### src/rtl/commit_unit.sv
// Retirement stage at the ROB head: commits register results and drives store writes to data memory.
// Latency: register path 1 cycle; stores take 3+ cycles (capture, request until ack or timeout, done pulse).
// Backpressure: register path always accepts; the store path holds the ROB head until store_read_out pulses.
module commit_unit #(
  parameter int ROB_SIZE = 8,
  parameter int TIMEOUT  = 255
) (
  input  logic                        clk_in,
  input  logic                        rst_in,
  input  logic [$clog2(ROB_SIZE)-1:0] rob_ix_in,
  input  logic [3:0]                  rob_itype_in,
  input  logic [31:0]                 rob_value_in,
  input  logic [31:0]                 rob_dest_in,
  input  logic                        rob_commit_in,
  input  logic                        rob_store_valid_in,
  output logic                        store_read_out,
  output logic                        rf_we_out,
  output logic [4:0]                  rf_addr_out,
  output logic [31:0]                 rf_data_out,
  output logic [$clog2(ROB_SIZE)-1:0] rf_rob_ix_out,
  output logic                        mem_req_out,
  output logic [31:0]                 mem_addr_out,
  output logic [31:0]                 mem_wdata_out,
  input  logic                        mem_ack_in,
  output logic                        err_out,
  output logic [31:0]                 commit_count_out,
  output logic [31:0]                 store_count_out
);

  localparam int IX_W = $clog2(ROB_SIZE);
  // Wide enough to hold the value TIMEOUT itself; never narrower than one bit.
  localparam int WC_W = (TIMEOUT > 0) ? $clog2(TIMEOUT + 1) : 1;

  typedef enum logic [1:0] {
    IDLE  = 2'd0,
    WRITE = 2'd1,
    DONE  = 2'd2
  } state_t;

  // Store captured from the ROB head while the memory handshake runs.
  typedef struct packed {
    logic [31:0]     addr;
    logic [31:0]     data;
    logic [IX_W-1:0] ix;
  } store_t;

  state_t          state_q, state_d;
  store_t          st_q;
  logic [WC_W-1:0] wait_q, wait_d;
  logic            capture;
  logic            set_err;
  logic            err_q;
  logic [31:0]     commit_count_q;
  logic [31:0]     store_count_q;

  // The instruction type is implied by which valid the ROB raises, and the
  // store tag is kept only so it is visible on the latched entry when debugging.
  logic unused_sig;
  assign unused_sig = ^{rob_itype_in, st_q.ix};

  // Store FSM next state, wait counter and handshake outputs.
  always_comb begin
    state_d        = state_q;
    wait_d         = wait_q;
    capture        = 1'b0;
    set_err        = 1'b0;
    mem_req_out    = 1'b0;
    store_read_out = 1'b0;
    unique case (state_q)
      IDLE: begin
        if (rob_store_valid_in) begin
          capture = 1'b1;
          wait_d  = '0;
          state_d = WRITE;
        end
      end
      WRITE: begin
        mem_req_out = 1'b1;
        // An ack arriving in the same cycle the counter expires still wins.
        if (mem_ack_in) begin
          state_d = DONE;
        end else if (wait_q == WC_W'(TIMEOUT)) begin
          // Drop the store but still retire it so the ROB cannot deadlock.
          set_err = 1'b1;
          state_d = DONE;
        end else begin
          wait_d = wait_q + WC_W'(1);
        end
      end
      DONE: begin
        store_read_out = 1'b1;
        state_d        = IDLE;
      end
      default: begin
        state_d = IDLE;
      end
    endcase
  end

  // Store FSM state and wait counter registers.
  always_ff @(posedge clk_in) begin
    if (rst_in) begin
      state_q <= IDLE;
      wait_q  <= '0;
    end else begin
      state_q <= state_d;
      wait_q  <= wait_d;
    end
  end

  // Latch the store entry on capture; the memory bus is driven from this copy
  // so address and data stay stable for the whole request.
  always_ff @(posedge clk_in) begin
    if (rst_in) begin
      st_q <= '0;
    end else if (capture) begin
      st_q <= '{addr: rob_dest_in, data: rob_value_in, ix: rob_ix_in};
    end
  end

  assign mem_addr_out  = st_q.addr;
  assign mem_wdata_out = st_q.data;

  // Sticky store-timeout flag.
  always_ff @(posedge clk_in) begin
    if (rst_in) begin
      err_q <= 1'b0;
    end else if (set_err) begin
      err_q <= 1'b1;
    end
  end

  assign err_out = err_q;

  // Register-file write port: one-cycle registered copy of the committing entry.
  // Writes to x0 are suppressed by dropping the enable only.
  always_ff @(posedge clk_in) begin
    if (rst_in) begin
      rf_we_out     <= 1'b0;
      rf_addr_out   <= '0;
      rf_data_out   <= '0;
      rf_rob_ix_out <= '0;
    end else begin
      rf_we_out <= rob_commit_in && (rob_dest_in[4:0] != 5'd0);
      if (rob_commit_in) begin
        rf_addr_out   <= rob_dest_in[4:0];
        rf_data_out   <= rob_value_in;
        rf_rob_ix_out <= rob_ix_in;
      end
    end
  end

  // Retirement counters; a register commit and a store retire in the same
  // cycle both count.
  always_ff @(posedge clk_in) begin
    if (rst_in) begin
      commit_count_q <= '0;
      store_count_q  <= '0;
    end else begin
      commit_count_q <= commit_count_q + 32'(rob_commit_in) + 32'(store_read_out);
      store_count_q  <= store_count_q + 32'(store_read_out);
    end
  end

  assign commit_count_out = commit_count_q;
  assign store_count_out  = store_count_q;

endmodule
### config.mk
export PLATFORM = sky130hd
export DESIGN_NAME = commit_unit
export DESIGN_NICKNAME = d
export VERILOG_FILES = /design/src/rtl/commit_unit.sv
export SDC_FILE = /design/constraint.sdc
export NUM_CORES = 1
export LEC_CHECK = 0
export ABC_AREA = 1
export CAP_MARGIN = 20
export CORE_ASPECT_RATIO = 2
export CORE_MARGIN = 3
export CORE_UTILIZATION = 42
export CTS_CLUSTER_DIAMETER = 200
export DETAILED_ROUTE_END_ITERATION = 7
export PLACE_DENSITY = 0.73
export SLEW_MARGIN = 10
export SYNTH_ARGS = -nofsm -noshare
export SYNTH_HDL_FRONTEND = slang
export SYNTH_SLANG_ARGS = --single-unit
### constraint.sdc
create_clock -name clk_in -period 3.4 [get_ports clk_in]
set_input_delay 0.68 -clock clk_in [delete_from_list [all_inputs] [get_ports clk_in]]
set_output_delay 0.68 -clock clk_in [all_outputs]
set_load 0.05 [all_outputs]
==> results.md, run 1 <==
* Initial core utilization at about 43%
* Ys async rst share at 0%
* RD Place Congestion at between 0.9 and 1
* Post-synthesis cell count at approximately 1100
* WS Path Type: flip-flop to primary output
* Main flop type after synthesis: dfxtp_1
* GR Overflow Total at 0
* TritonCTS clock tree: yes
* Post-CTS Setup Inserts at 0
* Worst path slowest cell: clkdlybuf4s50_1
* Hold Crit Class: flip-flop to flip-flop
* Met1 global-route usage at 23.2%
* Top cells by area, synth: dfxtp_1 (47%), nor2_1 (16%), nand2_1 (9.5%)
* Wirelength per Cell at 14.8 µm
* Actual slew at the worst max-slew pin at approximately 0.56 ns
* Vias in the first global route at between 7000 and 8000
* Routed via count at 7695
* Final TNS setup at 0 ns
* Fill cell total of the finished layout at between 1500 and 2000
* CTS buffer count at 17
* FF+latch area at roughly 0.0036 mm²
* Yosys top cell area share at 47.2%
* Met2 usage at between 40% and 50%
* Clock sink count at 180
* DRC at 0
* Via/cell ratio at 4.96
* Share of the yosys chip area belonging to registers at a little under half
* R2r worst-path depth at 12
* Post-synthesis area per instance at roughly 7.0 µm²
* Clock-pin slew on the worst setup and hold paths at 0.07 ns
* Critical-path cell list: inv_1 -> nor2_1 -> clkdlybuf4s50_1
* Clock buffer depth at 2
* Min Tclk post-route at approximately 2.6 ns
* FP Rows at 69
* Synthesized area at approximately 0.0076 mm²
* Root Buffer: clkbuf_16
* RSZ-0062 raised after global routing: false
* Antenna violations before repair at 0
* VDD IR-drop max at between 0.4 and 0.5 mV
* Met3 Use GR at under 10%
* Initial DRC Count at 282
* Total Power at approximately 0.0053 W
* Max-slew violations at 0
* Critical Path End Type: primary output
* CP Data Required Time at ~2.7 ns
* Worst-Skew Late Latency at approximately 0.43 ns
* # Max-Cap Violations at 0
* Commonest non-fill, non-tap cell in the layout: nor2_1
* WHS Path Cells at 2
* # IOs at ~250
* Multi-input gate area at roughly 0.0035 mm²
* Largest area contributor in the netlist: dfxtp_1
* Layout cells sized above 1 at around 5.5%
* Critical path's largest stage delay at 0.90 ns
* # diodes at 0
* Synth cell types at 33
* Status: completed
* DP HPWL at about 17 mm
* Total track usage at 23.3%
* DIE AREA at between 0.015 and 0.02 mm²
* Die Span Y at just under 200 µm
* Yosys warnings at 0
* P_leak at 4.20 nW
* Die X at 101 µm
* CTS H-Tree Depth at 4
* First-pass DRT Iterations at 6
* Final Hold Fails at 0
* GR peak layer: met2
* Area Overhead vs Synth at 41.7%
* Final period utilization at 77.3%
* Antenna viol nets, final at 0
* Flops & latches, synth at 180
* Fmax at approximately 0.38 GHz
* Critical path data arrival time at 1.95 ns
* Cells resized by post-CTS repair at 0
* Port Buf Inserts at 243
* Total Routed Length at between 20 and 25 mm
* Relative slew slack at between 60% and 70%
* Crit-path max FO at 3
* Crit start category: flip-flop
* Commonest cells after routing, fill and taps aside: nor2_1 (318), clkdlybuf4s50_1 (243), nand2_1 (193)
* Nets@finish at around 1400
* Core area at ~0.018 mm²
* CTS Hold Bufs at 0
* First-pass GRT wire length at 36.9 mm
* Largest net degree at the start of global routing at 86
* Post-synth EDFFs at 0
* Layout Skew at 0.0109 ns
* Pwr dens at about 500 mW/mm²
* Final setup fails at 0
* Syn nets at around 1200
cells in the mapped netlist, types with 4 or more instances:
cell / count
inv_1: 93
clkbuf_1: 18
a21oi_1: 53
nand2_2: 7
dfxtp_1: 180
xnor2_1: 4
buf_6: 4
o21ai_0: 107
o21ai_1: 12
buf_2: 14
nor2_2: 13
nand3_1: 37
nand2_1: 193
nor2_4: 8
nor2_1: 318
ha_1: 4
o21a_1: 4
sequential cells by signal, summed over array words and instances, names as in the netlist:
register / cells
rf_rob_ix_out: 3
rf_addr_out: 5
commit_count_out: 32
rf_we_out: 1
mem_addr_out: 32
mem_wdata_out: 32
err_out: 1
rf_data_out: 32
state_q: 2
wait_q: 8
store_count_out: 32
worst paths after layout:
kind	from	to	slack (ns)
worst max-delay path	state_q[1]$_SDFFE_PP0P_	store_read_out	0.77
worst min-delay path	store_count_out[31]$_SDFF_PP0_	store_count_out[31]$_SDFF_PP0_	0.48
worst max register to register	state_q[1]$_SDFFE_PP0P_	commit_count_out[12]$_SDFF_PP0_	1.08
worst min register to register	store_count_out[31]$_SDFF_PP0_	store_count_out[31]$_SDFF_PP0_	0.48
per-stage QoR:
stage                     utilization, %  cells  hold slack [ns]  setup slack (ns)  cell area [µm²]
after floorplan                        -   1094            0.477             0.684             7630
after global routing                60.8   1550            0.529             0.662            10800
after CTS                           60.8   1550            0.481             0.711            10800
final                               60.8   1550            0.478             0.773            10800
after detailed placement            57.4   1518            0.469             0.493            10200
after global placement              57.4   1518            0.460             0.529            10200
cell families after synthesis:
| family | Yosys count | synth area share [%] |
|---|---|---|
| flops | 180 | 47.2 |
| fa+ha+maj | 5 | 0.918 |
| xor+xnor | 7 | 0.803 |
| buf+inv | 135 | 7.46 |
| compound gates | 182 | 12.3 |
| simple gates | 585 | 31.3 |
per-layer routing:
layer  up-vias  wire length (µm)
met1      3530              8180
met5         -                 0
met2       222             12400
met4         0               953
li1       3882                 -
met3        61              1430
power by group:
group	total (W)	switching (W)	internal [W]
Combinational	0.000988	0.000653	0.000335
Clock	0.00207	0.000892	0.00118
Sequential	0.00228	0.0000590	0.00222
Total	0.00534	0.00160	0.00374
worst max-delay path: cells and delay by family, from the launching register on:
family / cells / cell delay, ns
buffers and inverters: 2 / 0.96
flip-flops: 1 / 0.34
AND/OR/NAND/NOR: 1 / 0.23
area by class of cell:
| cell class | instances | area share, % |
|---|---|---|
| Clock buffer | 17 | 3.93 |
| Clock inverter | 15 | 1.77 |
| Inverter | 96 | 3.34 |
| Multi-Input combinational cell | 779 | 32.0 |
| Sequential cell | 180 | 33.3 |
| Tap cell | 213 | 2.46 |
| Timing Repair Buffer | 250 | 23.2 |
Note: power is estimated with default switching activity, not from simulation.
==> run 2: changes to the inputs <==
--- a/config.mk
+++ b/config.mk
@@ -12,7 +12,7 @@
 export CORE_UTILIZATION = 42
 export CTS_CLUSTER_DIAMETER = 200
 export DETAILED_ROUTE_END_ITERATION = 7
-export PLACE_DENSITY = 0.73
+export PLACE_DENSITY = 0.76
 export SLEW_MARGIN = 10
 export SYNTH_ARGS = -nofsm -noshare
 export SYNTH_HDL_FRONTEND = slang
==> constraint.sdc (replaced) <==
create_clock -name clk_in -period 2.36 [get_ports clk_in]
set_input_delay 0.472 -clock clk_in [delete_from_list [all_inputs] [get_ports clk_in]]
set_output_delay 0.472 -clock clk_in [all_outputs]
set_load 0.05 [all_outputs]
==> run 2 against run 1 <==
Effect of this change:
- global-route usage is 0.62 points higher
- worst setup slack worse by 0.65 ns
- die area stayed put
- first-iteration DRC count is 11% lower
- combinational power is 45% higher
- wire length is 3.7% higher
- design area is 0.80% higher
- final cell count is 0.97% higher
- largest cell class unchanged
==> results.md, run 2 (same netlist as run 1, synthesis figures left out) <==
* Vias in the first global route at approximately 7600
* CTS Hold Bufs at 0
* Commonest cells after routing, fill and taps aside: nor2_1 (317), clkdlybuf4s50_1 (242), nand2_1 (193)
* FF-to-FF End: commit_count_out[26]$_SDFF_PP0_
* FP Rows at 69
* WHS Path Cells at 2
* Layout Skew at approximately 0.011 ns
* Total Power at about 0.0076 W
* DP Worst Slack at -0.260 ns
* Total Routed Length at roughly 24 mm
* Clock buffer depth at 2
* Routed via count at 7832
* Clock sink count at 180
* Fill cell total of the finished layout at approximately 1600
* Clock-pin slew on the worst setup and hold paths at approximately 0.070 ns
* Hold_ws at approximately 0.48 ns
* Via/cell ratio at 5.00
* CTS H-Tree Depth at 4
* Worst path buffer plus inverter count at 1
* Crit start category: flip-flop
* Final setup fails at 0
* VDD IR-drop max at slightly below 0.6 mV
* Status: completed
* First-pass GRT wire length at 37.8 mm
* FF+latch area at 0.00360 mm²
* Nets@finish at between 1000 and 1500
* Critical Path End Type: primary output
* Critical-path cell list: clkdlybuf4s50_1
* Core area at around 0.018 mm²
* R2r worst-path depth at 13
* Largest net degree at the start of global routing at 84
* Multi-input gate area at roughly 0.0035 mm²
* Die Span Y at between 150 and 200 µm
* Hold Crit Class: flip-flop to flip-flop
* WS Path Type: flip-flop to primary output
* P_leak at between 4 and 5 nW
* # IOs at 248
* DP HPWL at between 15 and 20 mm
* Worst path slowest cell: clkdlybuf4s50_1
* Pwr dens at just under 700 mW/mm²
* Actual slew at the worst max-slew pin at ~0.7 ns
* Fmax at 0.447 GHz
* DRC at 0
* Area Overhead vs Synth at 42.9%
* Wirelength per Cell at roughly 15 µm
* CP Data Required Time at around 1.9 ns
* Crit-path max FO at 4
* Cells resized by post-CTS repair at 0
* Die X at 101 µm
* Final period utilization at 94.8%
* RSZ-0062 raised after global routing: false
* Critical path's largest stage delay at between 0.8 and 0.9 ns
* HP Start: commit_count_out[31]$_SDFF_PP0_
* GR Overflow Total at 0
* Delay-heaviest family, CP: buffers and inverters
* Max-slew violations at 0
* Worst-Skew Late Latency at 0.42 ns
* Critical path data arrival time at ~1.8 ns
* Commonest non-fill, non-tap cell in the layout: nor2_1
* Min Tclk post-route at roughly 2.2 ns
* TritonCTS clock tree: yes
* First-pass DRT Iterations at 7
* # Max-Cap Violations at 0
* R2R Setup Slk at about 0.27 ns
* Total track usage at between 20% and 30%
* Port Buf Inserts at 243
* Relative slew slack at ~54%
* RD Place Congestion at ~1
* Antenna violations before repair at 1
* Layout cells sized above 1 at 6.59%
* Min-Delay Endpoint: commit_count_out[31]$_SDFF_PP0_
* Initial DRC Count at ~250
* R2r startpoint: state_q[1]$_SDFFE_PP0P_
* CTS buffer count at 17
* Antenna viol nets, final at 0
* Worst setup margin at between 0.1 and 0.15 ns
* Final Hold Fails at 0
* Root Buffer: clkbuf_16
* Post-CTS Setup Inserts at 0
* DIE AREA at approximately 0.02 mm²
* Initial core utilization at 42.9%
run 2: routing by layer:
layer	track usage, %	vias up	wire (µm)
li1	-	3910	-
met5	0	-	0
met2	43.5	278	12800
met4	13.9	0	1350
met1	23.9	3565	8260
met3	5.70	79	1350
run 2: area by class of cell:
cell class	count	area share (%)
sequential	180	33.0
multi-input combinational	779	31.8
timing repair buffer	264	24.0
clock buffer	19	4.06
inverter	96	3.32
tap	213	2.44
clock inverter	13	1.35
antenna	1	0.0229
run 2: tightest hold or removal path: cells and delay by family (launching register included):
family / cells / cell delay, ns
flip-flops: 1 / 0.32
AO/OA/AOI/OAI: 1 / 0.05
AND/OR/NAND/NOR: 1 / 0.06
run 2: report_power, final:
group	internal (W)	switching, W
Combinational	0.000488	0.000941
Clock	0.00161	0.00126
Sequential	0.00321	0.0000859
Total	0.00530	0.00228
run 2: metrics by stage:
stage	instance area, µm²	TNS, ns	util [%]	std cells
6_report	10900	0	61.3	1565
2_1_floorplan	7640	0	-	1094
5_1_grt	10900	0	61.3	1565
4_1_cts	10900	0	61.3	1564
3_5_place_dp	10300	-4.80	58.0	1532
3_3_place_gp	10300	-4.15	58.0	1532
run 2: how the worst max path moves through the flow:
stage	start	to	slack [ns]	cells after the start
2_1_floorplan	state_q[1]$_SDFFE_PP0P_	commit_count_out[26]$_SDFF_PP0_	0.12	13
3_5_place_dp	rob_commit_in	commit_count_out[26]$_SDFF_PP0_	-0.26	12
5_1_grt	rob_commit_in	commit_count_out[26]$_SDFF_PP0_	0.04	12
3_3_place_gp	rob_commit_in	commit_count_out[26]$_SDFF_PP0_	-0.24	12
6_report	commit_count_out[13]$_SDFF_PP0_	commit_count_out[13]	0.12	1
4_1_cts	store_count_out[26]$_SDFF_PP0_	store_count_out[26]	0.09	1
==> run 3: changes to the inputs <==
--- a/config.mk
+++ b/config.mk
@@ -10,6 +10,7 @@
 export CORE_ASPECT_RATIO = 2
 export CORE_MARGIN = 3
 export CORE_UTILIZATION = 42
+export CTS_BUF_LIST = sky130_fd_sc_hd__clkbuf_2 sky130_fd_sc_hd__clkbuf_4 sky130_fd_sc_hd__clkbuf_8
 export CTS_CLUSTER_DIAMETER = 200
 export DETAILED_ROUTE_END_ITERATION = 7
 export PLACE_DENSITY = 0.76
==> run 3 against run 2 <==
Effect of this change:
- sequential cell count did not move
- critical path depth did not move
- critical path type unchanged
- register-to-register slack got worse by 0.02 ns
- maximum frequency fell by 2.3%
- via count fell by 0.13%
- sequential share of layout area rose by 0.57 points
- clock-buffer cell count did not move
- power fell by 9.1%
- first-iteration DRC count rose by 13%
- worst hold slack improved by 0.0037 ns
==> results.md, run 3 (same netlist as run 1, synthesis figures left out) <==
* Status: completed
* Initial core utilization at roughly 43%
* TritonCTS clock tree: yes
* Critical path's largest stage delay at about 0.87 ns
* Clock sink count at between 150 and 200
* First-pass GRT wire length at approximately 38 mm
* Worst setup margin at roughly 0.07 ns
* First-pass DRT Iterations at 5
* NetSw at about 0.0022 W
* Clock buffer depth at 2
* Min Tclk post-route at ~2.3 ns
* Total Routed Length at approximately 24 mm
* Commonest non-fill, non-tap cell in the layout: nor2_1
* DP Worst Slack at -0.260 ns
* Internal Power at ~0.0047 W
* P_leak at ~4.2 nW
* Initial DRC Count at 286
* CTS H-Tree Depth at 4
* RSZ-0062 raised after global routing: false
* Core area at 0.0178 mm²
* Via/cell ratio at about 5
* Crit-path max FO at 4
* Die Span Y at a little under 200 µm
* Crit start category: flip-flop
* Fill cell total of the finished layout at between 1500 and 2000
* FF-to-FF End: commit_count_out[26]$_SDFF_PP0_
* CP Data Required Time at 1.89 ns
* RD Place Congestion at 0.980
* Setup crit end: commit_count_out[13]
* Flop pwr share at between 40% and 50%
* DRC at 0
* Critical Path End Type: primary output
* Antenna viol nets, final at 0
* Root Buffer: clkbuf_8
* Met2 usage at a little over two fifths
* Delay-heaviest family, CP: buffers and inverters
* Commonest cells after routing, fill and taps aside: nor2_1 (317), clkdlybuf4s50_1 (241), nand2_1 (193)
* Vias in the first global route at 7597
* Final Hold Fails at 0
* DP HPWL at approximately 18 mm
* Area Overhead vs Synth at 40.4%
* R2r worst-path depth at 13
* Pwr dens at between 600 and 700 mW/mm²
* Largest net degree at the start of global routing at 84
* Routed via count at 7822
* CP Depth at 1
* R2R Setup Slk at 0.25 ns
* Clk pwr share at 31.6%
* GR Overflow Total at 0
* Layout cells sized above 1 at about 6.7%
* Final setup fails at 0
* Beginning of the critical path: commit_count_out[13]$_SDFF_PP0_
* CTS Hold Bufs at 0
* Placed insts at between 1500 and 2000
* R2r startpoint: state_q[1]$_SDFFE_PP0P_
* Critical path data arrival time at about 1.8 ns
* Met3 Use GR at roughly 6%
* Post-CTS Setup Inserts at 0
* Worst-Skew Late Latency at between 0.4 and 0.5 ns
* Antenna violations before repair at 1
* Logic pwr share at 20.7%
* Actual slew at the worst max-slew pin at 0.686 ns
* # IOs at 248
* GR peak layer: met2
* Worst path buffer plus inverter count at 1
* FP Rows at 69
* Relative slew slack at about 54%
* CTS buffer count at 17
* Switching share of power at 32.0%
* Port Buf Inserts at ~240
* Clock-pin slew on the worst setup and hold paths at about 0.090 ns
* Worst path slowest cell: clkdlybuf4s50_1
* Max-slew violations at 0
* # Max-Cap Violations at 0
* Layout Skew at 0.0174 ns
* Nets@finish at around 1400
* Finished Layout Cells at 1565
* Fmax at around 0.44 GHz
* WS Path Type: flip-flop to primary output
* Die X at about 100 µm
* Wirelength per Cell at around 15 µm
* DIE AREA at between 0.015 and 0.02 mm²
* Final period utilization at between 90% and 100%
* Met1 global-route usage at roughly 24%
* Total track usage at 23.9%
* VDD IR-drop max at between 0.5 and 0.6 mV
* Hold Crit Class: flip-flop to flip-flop
* Critical-path cell list: clkdlybuf4s50_1
* Total Power at roughly 0.007 W
## run 3: how the worst min path moves through the flow
stage                                         start                               to  slack (ns)  cells past startpoint
detailed placement  commit_count_out[31]$_SDFF_PP0_  commit_count_out[31]$_SDFF_PP0_        0.47                      2
finish              commit_count_out[31]$_SDFF_PP0_  commit_count_out[31]$_SDFF_PP0_        0.48                      2
CTS                 commit_count_out[31]$_SDFF_PP0_  commit_count_out[31]$_SDFF_PP0_        0.48                      2
floorplan                    wait_q[2]$_SDFFE_PP0P_           wait_q[2]$_SDFFE_PP0P_        0.48                      2
global route                   err_out$_SDFFE_PP0P_             err_out$_SDFFE_PP0P_        0.53                      2
global placement    commit_count_out[31]$_SDFF_PP0_  commit_count_out[31]$_SDFF_PP0_        0.46                      2
## run 3: metrics by stage
| stage | utilization, % | area, µm² | setup TNS (ns) | hold slack, ns |
|---|---|---|---|---|
| after floorplan | - | 7640 | 0 | 0.477 |
| after detailed placement | 58.0 | 10300 | -4.80 | 0.471 |
| final | 60.3 | 10700 | 0 | 0.479 |
| after global routing | 60.3 | 10700 | 0 | 0.532 |
| after global placement | 58.0 | 10300 | -4.15 | 0.462 |
| after CTS | 60.2 | 10700 | 0 | 0.483 |
## run 3: area by class of cell
class / instances / area [µm²] / area share, %
well taps: 213 / 267 / 2.49
flip-flops and latches: 180 / 3600 / 33.6
clock buffers: 19 / 255 / 2.38
diodes: 1 / 2.50 / 0.0233
repair buffers: 264 / 2620 / 24.4
inverters: 96 / 362 / 3.37
clock inverters: 13 / 148 / 1.38
multi-input cells: 779 / 3470 / 32.3
## run 3: worst reg2reg max path, stage by stage, from the launching register on
cell	delay, ns
dfxtp_1	0.35
inv_1	0.08
nor2_4	0.11
inv_1	0.06
fa_1	0.42
inv_1	0.07
ha_1	0.15
nand2_1	0.11
nor2_4	0.13
nand2_1	0.14
nor2_4	0.18
nand4_1	0.10
nand2_1	0.07
nor2_1	0.04
## run 3: layer usage
metal / part of all wire, % / wire, µm
met1: 35 / 8340
met2: 54 / 12700
met3: 5.6 / 1340
met4: 5.6 / 1330
met5: 0 / 0
## run 3: timing repair
item | in CTS | in global routing
endpoints found under the setup margin | 0 | 1
hold endpoints to repair | 0 | 0
resized for setup | 0 | 1
## run 3: power by group through the flow
stage                     clock network (W)  logic (W)  registers (W)
after CTS                           0.00225    0.00144        0.00329
after floorplan                           0   0.000346        0.00390
after detailed placement                  0    0.00144        0.00336
after global placement                    0    0.00143        0.00335
after global routing                0.00235    0.00152        0.00331
final                               0.00218    0.00143        0.00329
